--- src/rtl/fft_harmonic_capture.sv ---
// Frame sequencer feeding a streaming FFT and capturing NUM_HARM harmonic bins of a run-time fundamental.
// Latency: first sample address 1 cycle after start, FFT input strobe MEM_LATENCY later, results 1 cycle after last FFT output.
// No backpressure: memory and FFT are free-running; output capture follows the FFT strobe count, so gaps are tolerated.
module fft_harmonic_capture #(
   parameter int SAMPLE_WIDTH = 16,
   parameter int FFT_LOG2     = 10,
   parameter int NUM_HARM     = 5,
   parameter int ADDR_WIDTH   = 14,
   parameter int MEM_LATENCY  = 2,
   parameter int HOP          = 512
) (
   input  logic                                    clk_in,
   input  logic                                    rst_n_in,
   input  logic                                    start_in,
   input  logic                                    continuous_in,
   input  logic [ADDR_WIDTH-1:0]                   base_addr_in,
   input  logic [FFT_LOG2-1:0]                     fund_bin_in,
   output logic [ADDR_WIDTH-1:0]                   mem_addr_out,
   input  logic signed [SAMPLE_WIDTH-1:0]          mem_data_in,
   output logic                                    fft_di_en_out,
   output logic signed [SAMPLE_WIDTH-1:0]          fft_di_re_out,
   input  logic                                    fft_do_en_in,
   input  logic signed [SAMPLE_WIDTH-1:0]          fft_do_re_in,
   input  logic signed [SAMPLE_WIDTH-1:0]          fft_do_im_in,
   output logic [NUM_HARM*2*SAMPLE_WIDTH-1:0]      coeffs_out,
   output logic [NUM_HARM-1:0]                     bin_valid_out,
   output logic                                    data_valid_out,
   output logic                                    busy_out,
   output logic [15:0]                             frame_count_out
);

   localparam int N  = 1 << FFT_LOG2;
   localparam int BW = FFT_LOG2 + 4;
   localparam logic [BW-1:0]       BIN_MAX  = BW'(N / 2 - 1);
   localparam logic [FFT_LOG2-1:0] IDX_LAST = '1;

   localparam logic [1:0] S_IDLE  = 2'd0;
   localparam logic [1:0] S_FETCH = 2'd1;
   localparam logic [1:0] S_DRAIN = 2'd2;
   localparam logic [1:0] S_DONE  = 2'd3;

   logic [1:0]                                rst_sync_q, rst_sync_d;
   logic                                      rst_core_n;
   logic [1:0]                                state_q, state_d;
   logic [ADDR_WIDTH-1:0]                     base_q, base_d;
   logic [ADDR_WIDTH-1:0]                     addr_q, addr_d;
   logic [ADDR_WIDTH-1:0]                     next_base;
   logic [FFT_LOG2-1:0]                       fetch_cnt_q, fetch_cnt_d;
   logic [FFT_LOG2-1:0]                       out_cnt_q, out_cnt_d;
   logic [MEM_LATENCY-1:0]                    en_pipe_q, en_pipe_d;
   logic [NUM_HARM-1:0][FFT_LOG2-1:0]         rev_q, rev_d;
   logic [NUM_HARM-1:0]                       hvalid_q, hvalid_d;
   logic [NUM_HARM-1:0][2*SAMPLE_WIDTH-1:0]   shadow_q, shadow_d;
   logic [NUM_HARM-1:0][2*SAMPLE_WIDTH-1:0]   coeffs_q, coeffs_d;
   logic [NUM_HARM-1:0]                       bin_valid_q, bin_valid_d;
   logic [15:0]                               frame_cnt_q, frame_cnt_d;
   logic [NUM_HARM-1:0][BW-1:0]               tgt_bin;
   logic [NUM_HARM-1:0][FFT_LOG2-1:0]         tgt_rev;
   logic [NUM_HARM-1:0]                       tgt_valid;
   logic                                      do_hit;
   logic                                      frame_end;

   // Reset is asserted asynchronously but released on a clock edge through two stages.
   always_comb begin
      rst_sync_d = {rst_sync_q[0], 1'b1};
   end

   // Reset synchroniser flops.
   always_ff @(posedge clk_in or negedge rst_n_in) begin
      if (!rst_n_in) rst_sync_q <= '0;
      else           rst_sync_q <= rst_sync_d;
   end

   assign rst_core_n = rst_sync_q[1];
   assign next_base  = base_q + ADDR_WIDTH'(HOP);

   // Harmonic targets from the live fundamental input: k*fund, its range check, and its bit-reversed output slot.
   always_comb begin
      tgt_bin   = '0;
      tgt_rev   = '0;
      tgt_valid = '0;
      for (int k = 0; k < NUM_HARM; k++) begin
         tgt_bin[k]   = BW'(k + 1) * BW'(fund_bin_in);
         tgt_valid[k] = (tgt_bin[k] != '0) && (tgt_bin[k] <= BIN_MAX);
         for (int b = 0; b < FFT_LOG2; b++) begin
            tgt_rev[k][b] = tgt_bin[k][FFT_LOG2-1-b];
         end
      end
   end

   // Next-state logic: frame sequencing, fetch addressing, output strobe counting and bin capture.
   always_comb begin
      state_d     = state_q;
      base_d      = base_q;
      addr_d      = addr_q;
      fetch_cnt_d = fetch_cnt_q;
      out_cnt_d   = out_cnt_q;
      rev_d       = rev_q;
      hvalid_d    = hvalid_q;
      shadow_d    = shadow_q;
      coeffs_d    = coeffs_q;
      bin_valid_d = bin_valid_q;
      frame_cnt_d = frame_cnt_q;
      // Enable travels alongside the read so it lines up with returning data.
      en_pipe_d   = MEM_LATENCY'({en_pipe_q, (state_q == S_FETCH)});

      do_hit    = fft_do_en_in && (state_q != S_IDLE);
      frame_end = do_hit && (out_cnt_q == IDX_LAST);

      if (do_hit) begin
         out_cnt_d = out_cnt_q + FFT_LOG2'(1);
         for (int k = 0; k < NUM_HARM; k++) begin
            if (hvalid_q[k] && (out_cnt_q == rev_q[k])) begin
               shadow_d[k] = {fft_do_re_in, fft_do_im_in};
            end
         end
      end

      case (state_q)
         S_IDLE: begin
            out_cnt_d = '0;
            if (start_in) begin
               base_d      = base_addr_in;
               addr_d      = base_addr_in;
               fetch_cnt_d = '0;
               rev_d       = tgt_rev;
               hvalid_d    = tgt_valid;
               shadow_d    = '0;
               frame_cnt_d = '0;
               state_d     = S_FETCH;
            end
         end
         S_FETCH: begin
            fetch_cnt_d = fetch_cnt_q + FFT_LOG2'(1);
            if (fetch_cnt_q == IDX_LAST) begin
               state_d = S_DRAIN;
            end else begin
               addr_d = addr_q + ADDR_WIDTH'(1);
            end
         end
         S_DRAIN: begin
            if (frame_end) begin
               coeffs_d    = shadow_d;
               bin_valid_d = hvalid_q;
               frame_cnt_d = frame_cnt_q + 16'(1);
               state_d     = S_DONE;
            end
         end
         default: begin
            if (continuous_in) begin
               base_d      = next_base;
               addr_d      = next_base;
               fetch_cnt_d = '0;
               state_d     = S_FETCH;
            end else begin
               state_d = S_IDLE;
            end
         end
      endcase
   end

   // State and datapath registers.
   always_ff @(posedge clk_in or negedge rst_core_n) begin
      if (!rst_core_n) begin
         state_q     <= S_IDLE;
         base_q      <= '0;
         addr_q      <= '0;
         fetch_cnt_q <= '0;
         out_cnt_q   <= '0;
         en_pipe_q   <= '0;
         rev_q       <= '0;
         hvalid_q    <= '0;
         shadow_q    <= '0;
         coeffs_q    <= '0;
         bin_valid_q <= '0;
         frame_cnt_q <= '0;
      end else begin
         state_q     <= state_d;
         base_q      <= base_d;
         addr_q      <= addr_d;
         fetch_cnt_q <= fetch_cnt_d;
         out_cnt_q   <= out_cnt_d;
         en_pipe_q   <= en_pipe_d;
         rev_q       <= rev_d;
         hvalid_q    <= hvalid_d;
         shadow_q    <= shadow_d;
         coeffs_q    <= coeffs_d;
         bin_valid_q <= bin_valid_d;
         frame_cnt_q <= frame_cnt_d;
      end
   end

   assign mem_addr_out    = addr_q;
   assign fft_di_en_out   = en_pipe_q[MEM_LATENCY-1];
   assign fft_di_re_out   = mem_data_in;
   assign coeffs_out      = coeffs_q;
   assign bin_valid_out   = bin_valid_q;
   assign data_valid_out  = (state_q == S_DONE);
   assign busy_out        = (state_q != S_IDLE);
   assign frame_count_out = frame_cnt_q;

endmodule
--- config.mk ---
export PLATFORM = sky130hd
export DESIGN_NAME = fft_harmonic_capture
export DESIGN_NICKNAME = d
export VERILOG_FILES = /design/src/rtl/fft_harmonic_capture.sv
export SDC_FILE = /design/constraint.sdc
export NUM_CORES = 1
export LEC_CHECK = 0
export BUFFER_PORTS_ARGS = -buffer_cell sky130_fd_sc_hd__buf_2
export CORE_ASPECT_RATIO = 0.75
export CORE_MARGIN = 5
export CORE_UTILIZATION = 60
export CTS_BUF_LIST = sky130_fd_sc_hd__clkbuf_4
export CTS_CLUSTER_DIAMETER = 60
export CTS_CLUSTER_SIZE = 28
export DETAILED_ROUTE_END_ITERATION = 10
export GPL_TIMING_DRIVEN = 0
export PLACE_DENSITY = 0.84
export SYNTH_ARGS = -nofsm -noshare
export SYNTH_HDL_FRONTEND = slang
export SYNTH_SLANG_ARGS = --single-unit
export TNS_END_PERCENT = 100
--- constraint.sdc ---
create_clock -name clk_in -period 18.79 [get_ports clk_in]
set_input_delay 0.9395 -clock clk_in [delete_from_list [all_inputs] [get_ports clk_in]]
set_output_delay 0.9395 -clock clk_in [all_outputs]
set_load 0.01 [all_outputs]
==> flow_summary.yaml, run 1 <==
run_status:
  status: "finished, final reports clean"
floorplan:
  num_rows: 56
  dieWidth_um: 214.0
  fp.dieH_um: 163
  ios: 291
  core_mm2: 0.03104
  start_util_pct: 60.33
  dieArea_mm2: 0.03488
drt:
  antenna_left: 0
  drc_errors: 0
  first_pass_iters: 6
  via_per_inst: 5.784
  wirelength_mm: 50.61
  drt-met1-wl_mm: 22.08
  highest_layer: "met4"
  routed-wl-met2_mm: 22.61
  route.vias.total: 14419
  wl_met3_mm: 4.500
  post_drt_wl_per_cell_um: 20.30
  drt_iter0_markers: 1182
grt:
  grt_start_max_net_pins: 77
  grt.total_usage_pct: 28.68
  grt_pass1_wl_mm: 80.16
  first_global_vias: 14524
  grt_antenna_before_repair: 2
  grt_overflow: 0
worst_setup_path:
  cp-end-kind: "flop"
  worstPathRequired_ns: 19.47
  critPathLaunchType: "flop"
  rrSetupSlack_ns: 15.62
  critPathArrivalTime_ns: 3.86
  critPathMaxFanout: 10
  critical_path_class: "flop to flop"
run:
  cap_violations: 0
clock_network:
  cts_resized: 0
  clockBufferDepth: 3
  tritoncts: "built"
  clk_latency_ns: 0.81
  ctsHtreeMaxLevel: 1
  cts_buffers: 27
  cts_root_buf: "clkbuf_4"
  cts.sinks: 427
  post-cts-setup-buffers: 0
  path_clk_slew_ns: 0.26
  ctsHoldBuffers: 1
power:
  combPwrFrac_pct: 25.9
  clkPwrFrac_pct: 22.0
  power_density_mw_per_mm2: 97.42
  p_seq_share_pct: 52.1
  power.switching_w: 0.0007651
  internal_power_w: 0.001309
  max-vdd-ir-drop_uv: 75.79
  sw_frac_of_total_pct: 36.89
  p_leak_nw: 10.36
timing:
  timing.fmax_mhz: 315.2
  period_minus_slack_ns: 3.173
  worst_pin_slew_ns: 0.8395
  rsz0062_at_grt: "false"
  fin_ws_ns: 15.62
  skew_ns: 0.06755
  slew_headroom_pct: 43.32
  hold_viol: 0
  setup_viol: 0
  drv_slew: 0
  setup_tns_ns: 0
  fin_crit_sh_pct: 16.89
place:
  dp_cells: 2443
  dpl.hpwl_mm: 37.27
  port_buffers: 273
  routabilityCongestion: 0.8864
  place_ws_ns: 15.46
cells_and_area:
  final_layout_size_suffix_gt1_share_pct: 19.28
  fill_cells: 2400
  post-route-util_pct: 68.59
  fin_nets: 2188
  final_cells: 2493
  syn2layout_area_growth_pct: 13.70
logic_synthesis:
  ys_warn_count: 0
  async_flop_share_pct: 100.0
  syn_inst: 1758
  ys_ff_latch: 427
  syn_avg_cell_area_um2: 10.65
  yosysSeqAreaShare_pct: 57.06
  synth_ff_type: "dfrtp_1"
  synth_area_mm2: 0.01873
  syn_nets: 1879
  synth-edff-count: 0
  synth_cell_types: 63
hold_path:
  worstHoldPathType: "flop to asynchronous set/reset pin"
-- metrics by stage --
| stage | hold slack [ns] | total power (W) | cell area [um2] |
|---|---|---|---|
| 6_report | 0.2962 | 0.002074 | 21290 |
| 5_1_grt | 0.3058 | 0.002186 | 21290 |
| 4_1_cts | 0.3110 | 0.002079 | 21290 |
| 3_5_place_dp | 0.2970 | 0.001627 | 20770 |
| 3_3_place_gp | 0.3348 | 0.001598 | 20600 |
| 2_1_floorplan | 0.3312 | 0.001451 | 18730 |
-- synth_stat cells, types with 27 or more instances --
library cell	n	share of area (%)
a21oi_1	31	0.83
nand3_1	31	0.83
nand2_1	255	5.1
dfrtp_1	427	57
mux2i_1	164	8.8
xnor2_1	61	2.9
o21ai_0	122	3.3
nor2_1	210	4.2
nor3_1	28	0.75
inv_1	27	0.54
o21ai_1	81	2.2
clkbuf_1	67	1.3
ha_1	42	2.8
-- cell usage in the layout (no fill, tap or decap), types with 31 or more instances in the layout --
master    instances
dfrtp_1         426
mux2i_1         164
nand2_1         255
nand3_1          31
ha_1             42
o21ai_0         122
a21oi_1          31
nor2_1          210
clkbuf_1         67
o21ai_1          81
xnor2_1          61
buf_2           278
-- flip-flops by register name, indices dropped and copies added, names as in the netlist, 5 cells and up --
name,cells
coeffs_out,160
shadow_q,160
rev_q,27
frame_count_out,16
base_q,14
mem_addr_out,14
fetch_cnt_q,10
out_cnt_q,10
bin_valid_out,5
hvalid_q,5
-- power groups by stage --
stage / Sequential, W / Combinational (W) / Clock (W)
after global placement: 0.00111 / 0.000490 / 0
after floorplan: 0.00110 / 0.000356 / 0
final: 0.00108 / 0.000537 / 0.000457
after CTS: 0.00108 / 0.000535 / 0.000465
after detailed placement: 0.00109 / 0.000532 / 0
after global routing: 0.00109 / 0.000594 / 0.000498
-- critical path, stage by stage (launching register included) --
cell,delay [ns]
dfrtp_1,0.49
inv_1,0.12
ha_1,0.19
buf_4,0.20
nand3b_4,0.16
nor3_1,0.07
nand2_1,0.15
buf_2,0.24
clkbuf_1,0.62
clkbuf_1,0.62
nand2_1,0.11
o21ai_1,0.09
-- metal layers --
layer,global-route usage [%],up-vias
met4,7.726,0
met2,44.01,578
met3,6.504,87
met5,0,-
met1,42.06,7215
li1,-,6539
-- layout make-up --
| type | instances | area (um2) | area share, % |
|---|---|---|---|
| antenna | 2 | 5.005 | 0.02351 |
| buffer | 116 | 629.4 | 2.956 |
| clock buffer | 29 | 217.7 | 1.023 |
| clock inverter | 18 | 289.0 | 1.357 |
| inverter | 27 | 101.3 | 0.4760 |
| multi-input combinational | 1188 | 7311 | 34.34 |
| sequential | 427 | 10690 | 50.20 |
| tap | 406 | 508.0 | 2.386 |
| timing repair buffer | 280 | 1541 | 7.240 |
-- cell families after synthesis --
group / count (synthesis) / synth area share (%)
other: 1 / 0.02002
multiplexers: 179 / 9.668
buffers and inverters: 143 / 3.902
flip-flops: 427 / 57.06
adder cells (fa/ha/maj): 44 / 3.020
AO/OA/AOI/OAI: 288 / 8.612
XOR/XNOR: 84 / 3.929
AND/OR/NAND/NOR: 592 / 13.79
-- path summary, 6_finish.rpt --
| kind | endpoint | startpoint | cells past startpoint |
|---|---|---|---|
| max in group asynchronous | fetch_cnt_q[4] | rst_sync_q[1] | 3 |
| max | coeffs_out[61] | state_q[0] | 11 |
| max reg2reg | coeffs_out[61] | state_q[0] | 11 |
| min in group clk_in | en_pipe_q[1] | en_pipe_q[0] | 0 |
| min reg2reg | coeffs_out[115] | rst_sync_q[1] | 0 |
| min | coeffs_out[115] | rst_sync_q[1] | 0 |
(Power assumes the default switching activity.)
==> inputs of run 2 (changes only) <==
--- a/config.mk
+++ b/config.mk
@@ -8,13 +8,13 @@
 export BUFFER_PORTS_ARGS = -buffer_cell sky130_fd_sc_hd__buf_2
 export CORE_ASPECT_RATIO = 0.75
 export CORE_MARGIN = 5
-export CORE_UTILIZATION = 60
+export CORE_UTILIZATION = 59
 export CTS_BUF_LIST = sky130_fd_sc_hd__clkbuf_4
 export CTS_CLUSTER_DIAMETER = 60
 export CTS_CLUSTER_SIZE = 28
 export DETAILED_ROUTE_END_ITERATION = 10
 export GPL_TIMING_DRIVEN = 0
-export PLACE_DENSITY = 0.84
+export PLACE_DENSITY = 0.82
 export SYNTH_ARGS = -nofsm -noshare
 export SYNTH_HDL_FRONTEND = slang
 export SYNTH_SLANG_ARGS = --single-unit
==> constraint.sdc (replaced) <==
create_clock -name clk_in -period 3.3 [get_ports clk_in]
set_input_delay 0.165 -clock clk_in [delete_from_list [all_inputs] [get_ports clk_in]]
set_output_delay 0.165 -clock clk_in [all_outputs]
set_load 0.01 [all_outputs]
==> flow_summary.yaml, run 2 (same netlist as run 1, synthesis figures left out) <==
run_status:
  status: "finished, final reports clean"
clock_network:
  tritoncts: "built"
  cts_buffers: 26
  cts.sinks: 427
  clk_latency_ns: 0.86
  clockBufferDepth: 3
  path_clk_slew_ns: 0.27
  ctsHtreeMaxLevel: 1
  cts_root_buf: "clkbuf_4"
worst_setup_path:
  cp-end-kind: "flop"
  critPathLaunchType: "flop"
  critPathMaxFanout: 10
  critPathArrivalTime_ns: 3.81
  critical_path_class: "flop to flop"
  worstPathRequired_ns: 3.99
cells_and_area:
  fill_cells: 2343
  final_layout_size_suffix_gt1_share_pct: 18.86
  register_area_mm2: 0.01069
  fin_nets: 2254
  fin_area_mm2: 0.02194
  syn2layout_area_growth_pct: 17.14
  final_cell_mix: "426 x dfrtp_1, 278 x buf_2, 255 x nand2_1, 210 x nor2_1, 164 x mux2i_1"
  final_cells: 2560
  final_common_cell: "dfrtp_1"
  multi_input_area_mm2: 0.007311
power:
  internal_power_w: 0.007537
  power_density_mw_per_mm2: 542.7
  sw_frac_of_total_pct: 36.68
  combPwrFrac_pct: 27.2
  finalPower_w: 0.01190
  clkPwrFrac_pct: 21.0
  p_seq_share_pct: 51.8
  p_leak_nw: 10.63
  max-vdd-ir-drop_uv: 500.2
  power.switching_w: 0.004367
floorplan:
  fp.dieH_um: 164.3
  dieWidth_um: 215.7
  num_rows: 56
  core_mm2: 0.03132
  dieArea_mm2: 0.03544
  ios: 291
  start_util_pct: 59.79
timing:
  hold_ws_ns: 0.09177
  slew_headroom_pct: 38.64
  drv_slew: 0
  rsz0062_at_grt: "false"
  hold_viol: 0
  setup_viol: 0
  fin_crit_sh_pct: 94.51
  skew_ns: 0.09811
  period_minus_slack_ns: 3.119
  worst_pin_slew_ns: 0.9089
  fin_ws_ns: 0.1812
  timing.fmax_mhz: 320.6
drt:
  drt_iter0_markers: 1233
  wirelength_mm: 51.69
  drc_errors: 0
  post_drt_wl_per_cell_um: 20.19
  via_per_inst: 5.705
  first_pass_iters: 5
  antenna_left: 0
  route.vias.total: 14604
run:
  cap_violations: 0
grt:
  grt_pass1_wl_mm: 81.45
  first_global_vias: 14677
  grt_overflow: 0
  grt_antenna_before_repair: 1
  grt_start_max_net_pins: 76
  grt.total_usage_pct: 28.84
hold_path:
  worstHoldPathType: "input port to flop"
place:
  port_buffers: 273
  dp_cells: 2443
  place_ws_ns: 0.1173
  dpl.hpwl_mm: 37.27
  routabilityCongestion: 0.8733
  placed_cell_area_mm2: 0.02077
[run 2: cell types whose count changed in the layout (fill, tap and decap cells not counted), sizes merged]
| cell | change |
|---|---|
| dlygate4sd3 | +67 |
| inv | -1 |
| clkbuf | -2 |
| diode | -1 |
| clkinvlp | +1 |
| clkinv | +3 |
[run 2: power groups by stage]
stage / Clock [W] / Combinational, W / Sequential [W]
floorplan: 0 / 0.00203 / 0.00623
global placement: 0 / 0.00280 / 0.00630
detailed placement: 0 / 0.00304 / 0.00624
global route: 0.00278 / 0.00356 / 0.00623
finish: 0.00250 / 0.00324 / 0.00616
CTS: 0.00255 / 0.00321 / 0.00615
[run 2: worst max-delay path: stages (launching register included)]
cell and delay, ns:
dfrtp_1 0.49, inv_1 0.11, ha_1 0.24, buf_4 0.19, nor2_1 0.24, nand4_1 0.18, nor3_2 0.71, buf_4 0.35
mux2i_1 0.30, o21ai_0 0.14
[run 2: metal layers]
metal,global-route usage (%),wire (um)
met5,0,0
met4,7.299,1397
met3,6.670,4061
met2,44.18,23130
met1,42.32,23110
[run 2: layout make-up]
class	count	share of cell area, %
sequential	427	48.73
multi-input combinational	1188	33.33
timing repair buffer	347	10.08
buffer	116	2.886
tap	406	2.316
clock inverter	21	1.261
clock buffer	27	0.9240
inverter	27	0.4620
antenna	1	0.01141
[run 2: final timing paths]
| check | cells past startpoint | slack (ns) | start | endpoint |
|---|---|---|---|---|
| setup / recovery | 9 | 0.18 | state_q[0] | coeffs_out[68] |
| hold / removal | 3 | 0.09 | base_addr_in[7] | base_q[7] |
| setup reg to reg | 9 | 0.18 | state_q[0] | coeffs_out[68] |
| hold reg to reg | 0 | 0.23 | rst_sync_q[1] | coeffs_out[148] |
| max in group asynchronous | 3 | 1.69 | rst_sync_q[1] | shadow_q[97] |
| min in group asynchronous | 3 | 0.20 | rst_n_in | rst_sync_q[1] |
[run 2: repair_timing]
action | in CTS | in global routing
endpoints found under the setup margin | 1 | 3
gates resized for setup | 1 | 4
endpoints found under the hold margin | 387 | 1
setup buffers | 0 | 0
hold buffers | 67 | 1
[run 2: per-stage QoR]
stage	setup TNS (ns)	util, %
after global placement	-932.73	65.79
after floorplan	-376.14	-
after CTS	0	69.99
final	0	70.04
after detailed placement	0	66.32
after global routing	0	70.04
